==> config.mk <==
export PLATFORM = sky130hd
export DESIGN_NAME = axi4_lite_slave_regfile_flat
export DESIGN_NICKNAME = d
export VERILOG_FILES = /design/src/rtl/axi4_lite_slave_regfile_if.sv /design/src/rtl/axi4_lite_slave_regfile.sv /design/src/flat_wrapper.sv
export SDC_FILE = /design/constraint.sdc
export NUM_CORES = 1
export LEC_CHECK = 0
export ABC_AREA = 1
export BUFFER_PORTS_ARGS = -buffer_cell sky130_fd_sc_hd__buf_2
export CAP_MARGIN = 20
export CORE_AREA = 2 2 260 262
export DETAILED_ROUTE_END_ITERATION = 8
export DIE_AREA = 0 0 262 264
export MAX_ROUTING_LAYER = met4
export PLACE_DENSITY = 0.65
export SLEW_MARGIN = 15
export SYNTH_ARGS = -nofsm -noshare
export SYNTH_HDL_FRONTEND = slang
export SYNTH_SLANG_ARGS = --single-unit
==> constraint.sdc <==
create_clock -name ACLK -period 5.3 [get_ports ACLK]
set_input_delay 0.265 -clock ACLK [delete_from_list [all_inputs] [get_ports ACLK]]
set_output_delay 0.265 -clock ACLK [all_outputs]
set_load 0.05 [all_outputs]
==> src/rtl/axi4_lite_slave_regfile_if.sv <==
// AXI4-Lite bundle between the register file and its master.
// The master modport drives requests; the slave modport answers them.
interface axi4_lite_slave_regfile_if #(
  parameter int unsigned ADDRESS_WIDTH = 32,
  parameter int unsigned DATA_WIDTH    = 32
) ();
  logic [ADDRESS_WIDTH-1:0]  AWADDR;
  logic [2:0]                AWPROT;
  logic                      AWVALID;
  logic                      AWREADY;
  logic [DATA_WIDTH-1:0]     WDATA;
  logic [DATA_WIDTH/8-1:0]   WSTRB;
  logic                      WVALID;
  logic                      WREADY;
  logic [1:0]                BRESP;
  logic                      BVALID;
  logic                      BREADY;
  logic [ADDRESS_WIDTH-1:0]  ARADDR;
  logic [2:0]                ARPROT;
  logic                      ARVALID;
  logic                      ARREADY;
  logic [DATA_WIDTH-1:0]     RDATA;
  logic [1:0]                RRESP;
  logic                      RVALID;
  logic                      RREADY;

  modport master (
    output AWADDR, AWPROT, AWVALID, WDATA, WSTRB, WVALID, BREADY,
    output ARADDR, ARPROT, ARVALID, RREADY,
    input  AWREADY, WREADY, BRESP, BVALID, ARREADY, RDATA, RRESP, RVALID
  );

  modport slave (
    input  AWADDR, AWPROT, AWVALID, WDATA, WSTRB, WVALID, BREADY,
    input  ARADDR, ARPROT, ARVALID, RREADY,
    output AWREADY, WREADY, BRESP, BVALID, ARREADY, RDATA, RRESP, RVALID
  );
endinterface

==> src/rtl/axi4_lite_slave_regfile.sv <==
// AXI4-Lite register file: byte-strobed writes, single-beat reads, flat register export.
// Define AXI_LITE_SLV_DECERR_EN to answer out-of-range accesses with DECERR.
module axi4_lite_slave_regfile #(
  parameter int unsigned DATA_WIDTH    = 32,
  parameter int unsigned ADDRESS_WIDTH = 32,
  parameter int unsigned NUM_REGS      = 16
) (
  input  logic                           ACLK,
  input  logic                           ARESET,
  axi4_lite_slave_regfile_if.slave       bus,
  output logic [NUM_REGS*DATA_WIDTH-1:0] regs_flat
);
  localparam int unsigned IDX_WIDTH  = ADDRESS_WIDTH - 2;
  localparam int unsigned SEL_WIDTH  = $clog2(NUM_REGS);
  localparam int unsigned STRB_WIDTH = DATA_WIDTH / 8;
`ifdef AXI_LITE_SLV_DECERR_EN
  localparam logic [1:0] oor_resp = 2'b11;
`else
  localparam logic [1:0] oor_resp = 2'b00;
`endif

  logic [DATA_WIDTH-1:0]    regs [NUM_REGS];
  logic                     aw_held, w_held;
  logic [ADDRESS_WIDTH-1:0] aw_addr;
  logic [DATA_WIDTH-1:0]    w_data;
  logic [STRB_WIDTH-1:0]    w_strb;
  logic                     b_valid, r_valid;
  logic [1:0]               b_resp, r_resp;
  logic [DATA_WIDTH-1:0]    r_data;

  logic [IDX_WIDTH-1:0]     w_idx, r_idx;
  logic                     w_in_range, r_in_range;
  logic                     aw_hs, w_hs, ar_hs, commit;

  assign w_idx      = aw_addr[ADDRESS_WIDTH-1:2];
  assign r_idx      = bus.ARADDR[ADDRESS_WIDTH-1:2];
  assign w_in_range = w_idx < IDX_WIDTH'(NUM_REGS);
  assign r_in_range = r_idx < IDX_WIDTH'(NUM_REGS);

  // Readies depend on state only, never on the incoming VALIDs.
  assign bus.AWREADY = !aw_held && !b_valid;
  assign bus.WREADY  = !w_held && !b_valid;
  assign bus.ARREADY = !r_valid;

  assign aw_hs  = bus.AWVALID && bus.AWREADY;
  assign w_hs   = bus.WVALID && bus.WREADY;
  assign ar_hs  = bus.ARVALID && bus.ARREADY;
  assign commit = aw_held && w_held && !b_valid;

  assign bus.BVALID = b_valid;
  assign bus.BRESP  = b_resp;
  assign bus.RVALID = r_valid;
  assign bus.RRESP  = r_resp;
  assign bus.RDATA  = r_data;

  always_ff @(posedge ACLK) begin
    if (ARESET) begin
      aw_held <= 1'b0;
      w_held  <= 1'b0;
      aw_addr <= '0;
      w_data  <= '0;
      w_strb  <= '0;
      b_valid <= 1'b0;
      b_resp  <= 2'b00;
      r_valid <= 1'b0;
      r_resp  <= 2'b00;
      r_data  <= '0;
      for (int i = 0; i < NUM_REGS; i++) regs[i] <= '0;
    end else begin
      if (aw_hs) begin
        aw_addr <= bus.AWADDR;
        aw_held <= 1'b1;
      end
      if (w_hs) begin
        w_data <= bus.WDATA;
        w_strb <= bus.WSTRB;
        w_held <= 1'b1;
      end
      if (b_valid && bus.BREADY) b_valid <= 1'b0;
      if (commit) begin
        if (w_in_range) begin
          for (int b = 0; b < STRB_WIDTH; b++) begin
            if (w_strb[b]) regs[w_idx[SEL_WIDTH-1:0]][8*b +: 8] <= w_data[8*b +: 8];
          end
        end
        b_valid <= 1'b1;
        b_resp  <= w_in_range ? 2'b00 : oor_resp;
        aw_held <= 1'b0;
        w_held  <= 1'b0;
      end
      if (r_valid && bus.RREADY) r_valid <= 1'b0;
      // Non-blocking read of regs yields the pre-commit value on a same-edge collision.
      if (ar_hs) begin
        r_data  <= r_in_range ? regs[r_idx[SEL_WIDTH-1:0]] : '0;
        r_resp  <= r_in_range ? 2'b00 : oor_resp;
        r_valid <= 1'b1;
      end
    end
  end

  for (genvar g = 0; g < NUM_REGS; g++) begin : g_flat
    assign regs_flat[g*DATA_WIDTH +: DATA_WIDTH] = regs[g];
  end

  logic unused_bits;
  assign unused_bits = ^{bus.AWPROT, bus.ARPROT, aw_addr[1:0], bus.ARADDR[1:0]};
endmodule

==> src/flat_wrapper.sv <==
// flat-port wrapper written by rule: the top's interface ports become plain ports
module axi4_lite_slave_regfile_flat 
#(
  parameter int unsigned DATA_WIDTH    = 32,
  parameter int unsigned ADDRESS_WIDTH = 32,
  parameter int unsigned NUM_REGS      = 16
)
  (ACLK, ARESET, regs_flat, bus_AWADDR, bus_AWPROT, bus_AWVALID, bus_WDATA, bus_WSTRB, bus_WVALID, bus_BREADY, bus_ARADDR, bus_ARPROT, bus_ARVALID, bus_RREADY, bus_AWREADY, bus_WREADY, bus_BRESP, bus_BVALID, bus_ARREADY, bus_RDATA, bus_RRESP, bus_RVALID);
  axi4_lite_slave_regfile_if #(.ADDRESS_WIDTH(ADDRESS_WIDTH), .DATA_WIDTH(DATA_WIDTH)) bus_i ();
  input  logic ACLK;
  input  logic ARESET;
  output logic [NUM_REGS*DATA_WIDTH-1:0] regs_flat;
  input wire logic [$bits(bus_i.AWADDR)-1:0] bus_AWADDR;
  input wire logic [$bits(bus_i.AWPROT)-1:0] bus_AWPROT;
  input wire logic [$bits(bus_i.AWVALID)-1:0] bus_AWVALID;
  input wire logic [$bits(bus_i.WDATA)-1:0] bus_WDATA;
  input wire logic [$bits(bus_i.WSTRB)-1:0] bus_WSTRB;
  input wire logic [$bits(bus_i.WVALID)-1:0] bus_WVALID;
  input wire logic [$bits(bus_i.BREADY)-1:0] bus_BREADY;
  input wire logic [$bits(bus_i.ARADDR)-1:0] bus_ARADDR;
  input wire logic [$bits(bus_i.ARPROT)-1:0] bus_ARPROT;
  input wire logic [$bits(bus_i.ARVALID)-1:0] bus_ARVALID;
  input wire logic [$bits(bus_i.RREADY)-1:0] bus_RREADY;
  output wire logic [$bits(bus_i.AWREADY)-1:0] bus_AWREADY;
  output wire logic [$bits(bus_i.WREADY)-1:0] bus_WREADY;
  output wire logic [$bits(bus_i.BRESP)-1:0] bus_BRESP;
  output wire logic [$bits(bus_i.BVALID)-1:0] bus_BVALID;
  output wire logic [$bits(bus_i.ARREADY)-1:0] bus_ARREADY;
  output wire logic [$bits(bus_i.RDATA)-1:0] bus_RDATA;
  output wire logic [$bits(bus_i.RRESP)-1:0] bus_RRESP;
  output wire logic [$bits(bus_i.RVALID)-1:0] bus_RVALID;
  assign bus_i.AWADDR = bus_AWADDR;
  assign bus_i.AWPROT = bus_AWPROT;
  assign bus_i.AWVALID = bus_AWVALID;
  assign bus_i.WDATA = bus_WDATA;
  assign bus_i.WSTRB = bus_WSTRB;
  assign bus_i.WVALID = bus_WVALID;
  assign bus_i.BREADY = bus_BREADY;
  assign bus_i.ARADDR = bus_ARADDR;
  assign bus_i.ARPROT = bus_ARPROT;
  assign bus_i.ARVALID = bus_ARVALID;
  assign bus_i.RREADY = bus_RREADY;
  assign bus_AWREADY = bus_i.AWREADY;
  assign bus_WREADY = bus_i.WREADY;
  assign bus_BRESP = bus_i.BRESP;
  assign bus_BVALID = bus_i.BVALID;
  assign bus_ARREADY = bus_i.ARREADY;
  assign bus_RDATA = bus_i.RDATA;
  assign bus_RRESP = bus_i.RRESP;
  assign bus_RVALID = bus_i.RVALID;
  axi4_lite_slave_regfile #(.DATA_WIDTH(DATA_WIDTH), .ADDRESS_WIDTH(ADDRESS_WIDTH), .NUM_REGS(NUM_REGS)) u_core (.ACLK(ACLK), .ARESET(ARESET), .bus(bus_i), .regs_flat(regs_flat));
endmodule
==> Word level (Yosys, flattened, before mapping) <==
Memories as Yosys holds them, arrays and structs flattened.
Cells that the tools add are included.
{ "op_classes": {"n_reduce_logical": 17, "n_mux": 30, "order_cmp": 2} }
{ "op_table": {"columns": ["cell", "count"], "rows": [
  ["$mux W32", 2],
  ["$lt A30 B5 Y1 const B", 2],
  ["$reduce_or A32 Y1", 1],
  ["$mux W1", 26],
  ["$logic_and A1 B1 Y1", 9],
  ["$mux W4", 2],
  ["$logic_not A1 Y1", 4],
  ["$reduce_bool A2 Y1", 2],
  ["$reduce_or A2 Y1", 1]
]} }
{ "word_totals": {"output_inout_bits": 553, "mem_bits_rw": 512, "n_memories": 1, "reg_bits": 104, "elab_cells": 58} }
{ "mem_list": {"columns": ["name", "depth", "width", "rd", "rd_ports_with_merged_regs", "wr", "line_no", "text"], "rows": [
  ["u_core.regs", 16, 32, 17, 0, 16, "axi4_lite_slave_regfile.sv:22", "logic [DATA_WIDTH-1:0] regs [NUM_REGS];"]
]} }

==> Longest topological paths before layout <==
Gate-level depths: netlist of the first run.
{ "logic_depth": {"word_depth": 7, "ltp_mapped": 11} }

==> Worst setup path after synthesis of the first run <==
OpenSTA, ideal clock, no wires.
{ "synth_path": {"path_type": "register to register", "start": "reg u_core.b_valid (netlist: u_core.bus.BVALID)", "end": "reg u_core.w_strb[0]", "setup_ps": 128, "stages_incl_launch_ff": 6, "slack_ps": 3116, "arrival_ps": 2055, "path_cell_list": "dfxtp_1 > nor2_1 > nand2_1 > clkbuf_1 > o21ai_0 > a21oi_1"} }
{ "synth_between": {"elab_chain_cells": 3} }
{ "synth_lines": {"columns": ["element", "line_no", "text"], "rows": [
  ["start, declared", "axi4_lite_slave_regfile.sv:27", "logic b_valid, r_valid;"],
  ["start signal, assigned", "axi4_lite_slave_regfile.sv:63", "b_valid <= 1'b0;"],
  ["start signal, assigned", "axi4_lite_slave_regfile.sv:79", "if (b_valid && bus.BREADY) b_valid <= 1'b0;"],
  ["start signal, assigned", "axi4_lite_slave_regfile.sv:86", "b_valid <= 1'b1;"],
  ["$logic_not A1 Y1", "axi4_lite_slave_regfile.sv:42", "assign bus.WREADY = !w_held && !b_valid;"],
  ["$logic_and A1 B1 Y1", "axi4_lite_slave_regfile.sv:42", null],
  ["named net bus_WREADY", "flat_wrapper.sv:25", "output wire logic [$bits(bus_i.WREADY)-1:0] bus_WREADY;"],
  ["$logic_and A1 B1 Y1", "axi4_lite_slave_regfile.sv:46", "assign w_hs = bus.WVALID && bus.WREADY;"],
  ["end signal, assigned", "axi4_lite_slave_regfile.sv:76", "w_strb <= bus.WSTRB;"],
  ["end, declared", "axi4_lite_slave_regfile.sv:26", "logic [STRB_WIDTH-1:0] w_strb;"]
]} }
The timed path passes the listed nets, and every way through them passes these cells.
A chain may end at the register's enable or synchronous reset.

==> Worst setup path in the final report of the first run <==
{ "layout_path": {"start": "reg u_core.b_valid (netlist: u_core.bus.BVALID)", "end": "reg u_core.aw_addr[20]"} }
{ "layout_between": {"elab_chain_cells": 3} }
{ "layout_lines": {"columns": ["element", "line_no", "text"], "rows": [
  ["$logic_not A1 Y1", "axi4_lite_slave_regfile.sv:41", "assign bus.AWREADY = !aw_held && !b_valid;"],
  ["$logic_and A1 B1 Y1", "axi4_lite_slave_regfile.sv:41", null],
  ["$logic_and A1 B1 Y1", "axi4_lite_slave_regfile.sv:45", "assign aw_hs = bus.AWVALID && bus.AWREADY;"],
  ["end signal, assigned", "axi4_lite_slave_regfile.sv:71", "aw_addr <= bus.AWADDR;"],
  ["end, declared", "axi4_lite_slave_regfile.sv:24", "logic [ADDRESS_WIDTH-1:0] aw_addr;"]
]} }
Every way passes these cells.

==> impl_table.tex, run 1 <==
\begin{tabular}{lr}
\hline
Metric & Value \\
\hline
\multicolumn{2}{l}{\textbf{GRT}} \\
Wire length of the first global-routing pass & 145 mm \\
Maximum number of pins on one net before global-route repair & 171 \\
Congestion Overflow GR & 0 \\
Initial antenna violation count & 3 \\
Vias in the first global route & 21,500 \\
Aggregate global-route resource usage & 29.6\% \\
\multicolumn{2}{l}{\textbf{Cells and area}} \\
Most common cell after layout, fill and taps aside & sky130\_fd\_sc\_hd\_\_buf\_2 \\
Area delta synth->final & 23.1\% \\
Area taken by multi-input logic gates & 0.00939 mm² \\
Final-stage net count & 3,563 \\
Flip-flop and latch area & 0.0174 mm² \\
Fraction of the core area covered by cells at the end of the flow & 51.8\% \\
Share of final-layout standard cells stronger than drive strength 1 & 27.1\% \\
Most used cells in the layout excluding fill and tap cells & sky130\_fd\_sc\_hd\_\_buf\_2 (649), sky130\_fd\_sc\_hd\_\_nand2\_1 (636), sky130\_fd\_sc\_hd\_\_nor2\_1 (513) \\
Fill cell instance count of the final layout & 6,080 \\
\multicolumn{2}{l}{\textbf{Routing}} \\
DR iter-0 viols & 2,867 \\
Detailed-routing iteration count for the pre-antenna-repair pass & 9 \\
Via total after detailed routing & 23,900 \\
Detail-routed net length per standard cell & 23.5 µm \\
Average via count per standard cell & 5.47 \\
Total wire length after detailed routing & 103 mm \\
Number of design rule violations left after detail routing & 1 \\
Antenna Nets Post-Route & 0 \\
\multicolumn{2}{l}{\textbf{Run}} \\
Max-cap viol count & 0 \\
\multicolumn{2}{l}{\textbf{Floorplan}} \\
Effective utilization at floorplan & 42.1\% \\
Total Die Area & 0.0692 mm² \\
Cell row count & 95 \\
Die Width & 262 µm \\
Chip Height & 264 µm \\
Num ports & 666 \\
Floorplan Core Area & 0.0666 mm² \\
\multicolumn{2}{l}{\textbf{Placement}} \\
DPL Wire Length & 73.7 mm \\
RD Place Congestion & 0.925 \\
Count of port buffers added during placement & 651 \\
\multicolumn{2}{l}{\textbf{CTS}} \\
Post-CTS Setup Bufs & 0 \\
TritonCTS clock tree & yes \\
Clk buf depth & 3 \\
Cell at the root of the clock tree & sky130\_fd\_sc\_hd\_\_clkbuf\_16 \\
Clock transition at the registers of the reported paths & 0.06 ns \\
Clock tree sinks & 614 \\
Clock insertion delay at the later pin of the skew report & 0.61 ns \\
H-tree depth & 3 \\
TritonCTS Buffers & 66 \\
\multicolumn{2}{l}{\textbf{Logic synthesis}} \\
Yosys warning total & 0 \\
Number of synthesized register bits & 614 \\
Cell area after synthesis & 0.0280 mm² \\
Unique masters post-synth & 30 \\
Share of the yosys chip area belonging to registers & 62.2\% \\
Avg Inst Size Synth & 9.89 µm² \\
Gate count of the mapped netlist & 2,831 \\
\multicolumn{2}{l}{\textbf{Worst setup path}} \\
Worst Path Class, Setup & reg -> reg \\
Reg-to-reg slack, setup & 2.56 ns \\
Startpoint type of the worst setup path & register \\
WP data arrival & 3.21 ns \\
Required time at the endpoint of the critical path & 5.78 ns \\
Crit. End Element & register \\
Crit Path Max Fanout & 35 \\
\multicolumn{2}{l}{\textbf{Power and ir drop}} \\
Static leakage & 13.9 nW \\
Power density normalized to cell area & 342 mW/mm² \\
Maximum vdd ir drop & 0.238 mV \\
\multicolumn{2}{l}{\textbf{Timing}} \\
Max-slew violations & 0 \\
Max Freq & 365 MHz \\
Total negative slack for setup checks & 0 ns \\
Post-Route Skew & 0.0240 ns \\
Final-report hold violation count & 0 \\
Worst Tran Pin Value & 1.35 ns \\
Final Cycle Share & 51.7\% \\
RSZ-0062 raised after global routing & false \\
Count of final setup violators & 0 \\
Post-route minimum period & 2.74 ns \\
Worst max-slew margin expressed relative to the limit & 10.1\% \\
\multicolumn{2}{l}{\textbf{Status}} \\
Violated checks & design-rule violations \\
Result of the run & finished with violations \\
\multicolumn{2}{l}{\textbf{Hold path}} \\
Hold crit path type & in -> reg \\
\hline
\end{tabular}
-- area by class of cell --
type	instances	share of cell area, %
clock buffers	99	5.69
diodes	3	0.0218
flip-flops and latches	614	50.5
inverters	71	0.809
repair buffers	736	12.0
well taps	873	3.17
clock inverters	23	0.606
multi-input cells	1961	27.2
-- synthesized netlist by cell type --
library cell               count  area, µm²
sky130_fd_sc_hd__a21oi_1      74        370
sky130_fd_sc_hd__buf_1        14       52.6
sky130_fd_sc_hd__buf_12        6        120
sky130_fd_sc_hd__buf_2        64        320
sky130_fd_sc_hd__buf_4         5       37.5
sky130_fd_sc_hd__buf_6         1       11.3
sky130_fd_sc_hd__buf_8         4       60.1
sky130_fd_sc_hd__clkbuf_1     94        353
sky130_fd_sc_hd__clkinv_1     33        124
sky130_fd_sc_hd__conb_1        1       3.75
sky130_fd_sc_hd__dfxtp_1     102       2040
sky130_fd_sc_hd__edfxtp_1    512      15400
sky130_fd_sc_hd__inv_1        33        124
sky130_fd_sc_hd__inv_2         5       18.8
sky130_fd_sc_hd__nand2_1     637       2390
sky130_fd_sc_hd__nand2_4       1       11.3
sky130_fd_sc_hd__nand3_1     481       2410
sky130_fd_sc_hd__nand3_2       4       40.0
sky130_fd_sc_hd__nand3_4      60       1050
sky130_fd_sc_hd__nand3b_1      1       7.51
sky130_fd_sc_hd__nand4_1       4       25.0
sky130_fd_sc_hd__nor2_1      514       1930
sky130_fd_sc_hd__nor2_2      103        644
sky130_fd_sc_hd__nor2_4        3       33.8
sky130_fd_sc_hd__nor2_8        4       80.1
sky130_fd_sc_hd__nor3_1        1       5.00
sky130_fd_sc_hd__nor3_2        2       20.0
sky130_fd_sc_hd__nor3b_1       1       7.51
sky130_fd_sc_hd__o21a_1        1       7.51
sky130_fd_sc_hd__o21ai_0      66        330
-- final timing paths --
check,from,end,cells after the start
setup reg to reg,u_core.bus.BVALID,u_core.aw_addr[20],5
setup / recovery,u_core.bus.BVALID,u_core.aw_addr[20],5
hold reg to reg,u_core.bus.RDATA[30],u_core.bus.RDATA[30],2
hold / removal,bus_ARADDR[24],u_core.bus.RDATA[30],6
-- state kept, by name (all words and copies together) (netlist names) --
name               flops
u_core.aw_held         1
u_core.bus.RDATA      32
u_core.regs          512
u_core.w_strb          4
u_core.w_data         32
u_core.aw_addr        30
u_core.bus.RVALID      1
u_core.w_held          1
u_core.bus.BVALID      1
-- report_power, final --
part           switching [mW]  total (mW)  internal [mW]
Clock                    1.94        4.62           2.68
Combinational            1.33        1.65          0.316
Sequential              0.119        5.52           5.40
Total                    3.40        11.8           8.40
-- logic make-up (layout without fill, tap and decap cells) --
logic type	count (synthesis)	in the layout	share of synthesized area (%)
other	1	7	0.0134
DFF	614	614	62.2
and+or+nand+nor	1816	1816	30.9
buffers and inverters	259	929	4.36
AOI/OAI and AO/OA	141	141	2.53
-- layer usage --
| metal | GRT usage, % | share of wire, % | routed length, µm |
|---|---|---|---|
| met4 | 10.4 | 3.9 | 4000 |
| met2 | 44.6 | 46 | 47400 |
| met1 | 39.6 | 40 | 41000 |
| met3 | 6.53 | 10 | 10800 |
| met5 | - | 0 | 0 |
-- worst max-delay path: stages (launching register included) --
cell and delay (ns):
sky130_fd_sc_hd__dfxtp_1 0.45, sky130_fd_sc_hd__nor2_1 0.08, sky130_fd_sc_hd__nand2_1 0.75, sky130_fd_sc_hd__clkinv_1 0.92
sky130_fd_sc_hd__nor2_1 0.34, sky130_fd_sc_hd__nor2_1 0.08
-- what timing repair did --
item                      in CTS  in global routing
hold endpoints to repair      68                  0
gates resized for setup        0                  0
hold buffers                  69                  0
-- per-stage QoR --
| stage | hold WS (ns) | total power [mW] | std cells | worst slack [ns] | instance area (µm²) |
|---|---|---|---|---|---|
| floorplan | 0.428 | 6.68 | 2834 | 3.12 | 28000 |
| global placement | 0.451 | 7.20 | 4186 | 2.46 | 31600 |
| detailed placement | 0.454 | 7.21 | 4186 | 2.42 | 31600 |
| CTS | 0.0225 | 11.8 | 4377 | 2.67 | 34500 |
| global route | 0.0442 | 12.1 | 4380 | 2.26 | 34500 |
| finish | 0.0465 | 11.8 | 4380 | 2.56 | 34500 |
(Power assumes the default switching activity.)
==> run 2, diff against run 1 <==
--- a/config.mk
+++ b/config.mk
@@ -5,12 +5,12 @@
 export SDC_FILE = /design/constraint.sdc
 export NUM_CORES = 1
 export LEC_CHECK = 0
-export ABC_AREA = 1
+export ABC_AREA = 0
 export BUFFER_PORTS_ARGS = -buffer_cell sky130_fd_sc_hd__buf_2
 export CAP_MARGIN = 20
-export CORE_AREA = 2 2 260 262
+export CORE_AREA = 2 2 258 260
 export DETAILED_ROUTE_END_ITERATION = 8
-export DIE_AREA = 0 0 262 264
+export DIE_AREA = 0 0 260 262
 export MAX_ROUTING_LAYER = met4
 export PLACE_DENSITY = 0.65
 export SLEW_MARGIN = 15
==> constraint.sdc (replaced) <==
create_clock -name ACLK -period 2.5 [get_ports ACLK]
set_input_delay 0.125 -clock ACLK [delete_from_list [all_inputs] [get_ports ACLK]]
set_output_delay 0.125 -clock ACLK [all_outputs]
set_load 0.05 [all_outputs]
==> impl_table.tex, run 2 <==
\begin{tabular}{lr}
\hline
Metric & Value \\
\hline
\multicolumn{2}{l}{\textbf{Floorplan}} \\
Effective utilization at floorplan & 39.8\% (-2.2 points) \\
Chip Height & 262 µm (-0.76\%) \\
Cell row count & 94 (-1.1\%) \\
Num ports & 666 (unchanged) \\
Floorplan Core Area & 0.0653 mm² (-1.9\%) \\
Total Die Area & 0.0681 mm² (-1.5\%) \\
Die Width & 260 µm (-0.76\%) \\
\multicolumn{2}{l}{\textbf{Cells and area}} \\
Most common cell after layout, fill and taps aside & sky130\_fd\_sc\_hd\_\_buf\_2 \\
Largest register by flop count & u\_core.regs \\
Fill cell instance count of the final layout & 5,443 (-10\%) \\
Most used cells in the layout excluding fill and tap cells & sky130\_fd\_sc\_hd\_\_buf\_2 (648), sky130\_fd\_sc\_hd\_\_edfxtp\_1 (512), sky130\_fd\_sc\_hd\_\_nor2\_1 (495) \\
Max reg flops & 512 (unchanged) \\
Final-stage net count & 2,861 (-20\%) \\
Share of final-layout standard cells stronger than drive strength 1 & 38.5\% (+11 points) \\
Fraction of the core area covered by cells at the end of the flow & 53.0\% (+1.2 points) \\
Count of placed standard cells in the final layout, fillers left out & 3,667 (-16\%) \\
Area delta synth->final & 33.2\% \\
\multicolumn{2}{l}{\textbf{CTS}} \\
Clk buf depth & 3 (unchanged) \\
H-tree depth & 3 (unchanged) \\
TritonCTS clock tree & yes \\
Clock tree sinks & 614 (unchanged) \\
Clock insertion delay at the later pin of the skew report & 0.60 ns (about the same) \\
Clock transition at the registers of the reported paths & 0.06 ns (about the same) \\
Cell at the root of the clock tree & sky130\_fd\_sc\_hd\_\_clkbuf\_16 \\
TritonCTS Buffers & 68 (+3.0\%) \\
\multicolumn{2}{l}{\textbf{Worst setup path}} \\
Worst Path Class, Setup & reg -> reg \\
Required time at the endpoint of the critical path & 2.74 ns (-3.04 ns) \\
Crit. End Element & register \\
Startpoint type of the worst setup path & register \\
Crit Path Max Fanout & 15 (-57\%) \\
WP data arrival & 2.60 ns (-0.61 ns) \\
\multicolumn{2}{l}{\textbf{GRT}} \\
Aggregate global-route resource usage & 30.6\% (+1.0 points) \\
Vias in the first global route & 20,800 (-3.2\%) \\
Wire length of the first global-routing pass & 143 mm (-1.5\%) \\
Most used routing layer in global routing & met2 \\
Initial antenna violation count & 3 (unchanged) \\
M3 GR Usage & 5.30\% (-1.2 points) \\
Fraction of met1 tracks used by global routing & 38.1\% (-1.4 points) \\
GR Layer Usage met2 & 49.9\% (+5.3 points) \\
Congestion Overflow GR & 0 (unchanged) \\
Maximum number of pins on one net before global-route repair & 63 (-63\%) \\
\multicolumn{2}{l}{\textbf{Routing}} \\
Via total after detailed routing & 21,000 (-12\%) \\
Average via count per standard cell & 5.73 (+4.9\%) \\
DR iter-0 viols & 2,462 (-14\%) \\
Total wire length after detailed routing & 104 mm (+1.2\%) \\
Antenna Nets Post-Route & 0 (unchanged) \\
Number of design rule violations left after detail routing & 0 (-1) \\
Detail-routed net length per standard cell & 28.4 µm (+21\%) \\
Detailed-routing iteration count for the pre-antenna-repair pass & 5 (-4) \\
\multicolumn{2}{l}{\textbf{Logic synthesis}} \\
Ys flop type & sky130\_fd\_sc\_hd\_\_edfxtp\_1 \\
Avg Inst Size Synth & 13.1 µm² (+33\%) \\
Async SR Flop Fraction & 0\% (unchanged) \\
Share of the synthesized area in the top cell type & 59.1\% (+4.2 points) \\
Top cell types by occurrence after synthesis & sky130\_fd\_sc\_hd\_\_edfxtp\_1 (512), sky130\_fd\_sc\_hd\_\_nor2\_1 (498), sky130\_fd\_sc\_hd\_\_nand2\_1 (200) \\
Post-synth top area cell & sky130\_fd\_sc\_hd\_\_edfxtp\_1 \\
Share of the yosys chip area belonging to registers & 67.0\% (+4.8 points) \\
Post-synthesis share of cell area spent on full adders, half adders and majority gates & 0\% (unchanged) \\
Largest family of logic cells by synthesized area & simple AND/OR/NAND/NOR gates \\
Cell with the most instances after synthesis & sky130\_fd\_sc\_hd\_\_edfxtp\_1 \\
Synth top area cells & sky130\_fd\_sc\_hd\_\_edfxtp\_1 (59\%), sky130\_fd\_sc\_hd\_\_mux4\_2 (11\%), sky130\_fd\_sc\_hd\_\_dfxtp\_1 (7.9\%), sky130\_fd\_sc\_hd\_\_nor2\_1 (7.2\%), sky130\_fd\_sc\_hd\_\_nand2\_1 (2.9\%) \\
Share of the synthesized netlist area taken by xor and xnor gates & 0\% (unchanged) \\
Yosys warning total & 0 (unchanged) \\
Compound-cell area share of the yosys netlist & 6.09\% (+3.6 points) \\
Gate count of the mapped netlist & 1,980 (-30\%) \\
Count of flip-flops with a built-in enable after synthesis & 512 (unchanged) \\
Cell area after synthesis & 0.0260 mm² (-7.2\%) \\
Multiplexer share of the synthesized area & 11.1\% (+11 points) \\
Area fraction in and, or, nand and nor cells after synthesis & 12.1\% (-19 points) \\
Number of synthesized register bits & 614 (unchanged) \\
Unique masters post-synth & 30 (unchanged) \\
\multicolumn{2}{l}{\textbf{Timing}} \\
RSZ-0062 raised after global routing & false \\
Post-Route Skew & 0.0261 ns (+0.00209 ns) \\
Count of final setup violators & 0 (unchanged) \\
Post-route minimum period & 2.37 ns (-0.371 ns) \\
Final-report hold violation count & 0 (unchanged) \\
Worst Tran Pin Value & 1.08 ns (-0.273 ns) \\
Total negative slack for setup checks & 0 ns (unchanged) \\
Max Freq & 422 MHz (+16\%) \\
Max-slew violations & 0 (unchanged) \\
Final Worst Setup Slack & 0.133 ns (-2.43 ns) \\
Final Cycle Share & 94.7\% (+43 points) \\
Worst max-slew margin expressed relative to the limit & 28.3\% (+18 points) \\
\multicolumn{2}{l}{\textbf{Hold path}} \\
Hold crit path type & in -> reg \\
\multicolumn{2}{l}{\textbf{Power and ir drop}} \\
Static leakage & 13.7 nW (-0.93\%) \\
Maximum vdd ir drop & 0.574 mV (+140\%) \\
Power density normalized to cell area & 724 mW/mm² (+110\%) \\
Power after layout & 25.1 mW (+110\%) \\
\multicolumn{2}{l}{\textbf{Placement}} \\
Cell count after placement & 3,472 (-17\%) \\
Place WS & 0.0265 ns (-2.40 ns) \\
RD Place Congestion & 0.938 (+1.4\%) \\
Count of port buffers added during placement & 651 (unchanged) \\
DPL Wire Length & 72.9 mm (-1.1\%) \\
\multicolumn{2}{l}{\textbf{Status}} \\
Result of the run & finished clean \\
\multicolumn{2}{l}{\textbf{Run}} \\
Max-cap viol count & 0 (unchanged) \\
\hline
\end{tabular}
## run 2: cell types whose count changed after synthesis, moves of 64 or more
cell,previous run,this run
sky130_fd_sc_hd__a22oi_1,0,64
sky130_fd_sc_hd__mux4_2,0,128
sky130_fd_sc_hd__nor2_2,103,0
sky130_fd_sc_hd__nand2_1,637,200
sky130_fd_sc_hd__o21ai_0,66,0
sky130_fd_sc_hd__nand3_1,481,15
## run 2: layer usage
layer | up-vias | part of all wire, %
met5 | - | 0
met4 | 0 | 4.2
met3 | 279 | 10
met2 | 1573 | 49
met1 | 10500 | 37
li1 | 8691 | -
## run 2: kinds of logic (layout without fill, tap and decap cells)
logic type             after synthesis  count (layout)
and+or+nand+nor                    792             792
DFF                                614             614
other                                1               5
AOI/OAI and AO/OA                  228             228
muxes                              128             128
buffers and inverters              217            1036
## run 2: stage by stage
step / hold slack, ns / area [µm²]
global route: 0.169 / 34600
CTS: 0.136 / 34600
finish: 0.165 / 34600
global placement: 0.316 / 31600
detailed placement: 0.323 / 31600
floorplan: 0.225 / 26000
## run 2: final cells by class
| type | count | area, µm² | share of cell area [%] |
|---|---|---|---|
| clock buffers | 89 | 1930 | 5.58 |
| clock inverters | 35 | 337 | 0.972 |
| inverters | 38 | 143 | 0.412 |
| well taps | 864 | 1080 | 3.12 |
| repair buffers | 874 | 5910 | 17.1 |
| multi-input cells | 1152 | 7800 | 22.5 |
| diodes | 1 | 2.50 | 0.00723 |
| flip-flops and latches | 614 | 17400 | 50.3 |
## run 2: worst max-delay path, stage by stage (launching register included)
cell                      delay (ns)
sky130_fd_sc_hd__dfxtp_1        0.31
sky130_fd_sc_hd__nor4_1         0.30
sky130_fd_sc_hd__and3_1         0.50
sky130_fd_sc_hd__and4_1         0.31
sky130_fd_sc_hd__buf_12         0.15
sky130_fd_sc_hd__a21o_1         0.42
## run 2: timing repair
| item | CTS | global route |
|---|---|---|
| hold endpoints to repair | 69 | 0 |
| buffers inserted | 0 | 0 |
| setup endpoints to repair | 0 | 195 |
| gates resized for setup | 0 | 6 |
| hold buffers | 70 | 0 |
## run 2: power by group
part | switching (mW) | total, mW | internal [mW]
combinational | 2.22 | 3.21 | 0.992
sequential | 0.297 | 11.7 | 11.4
clock | 4.24 | 10.2 | 5.92
## run 2: final timing paths
kind / from / to / slack (ns) / cells after the start
hold reg to reg: u_core.aw_addr[8] / u_core.aw_addr[8] / 0.46 / 2
hold / removal: ARESET / u_core.aw_addr[13] / 0.17 / 3
setup reg to reg: u_core.aw_addr[21] / u_core.regs[0][7] / 0.13 / 5
setup / recovery: u_core.aw_addr[21] / u_core.regs[0][7] / 0.13 / 5
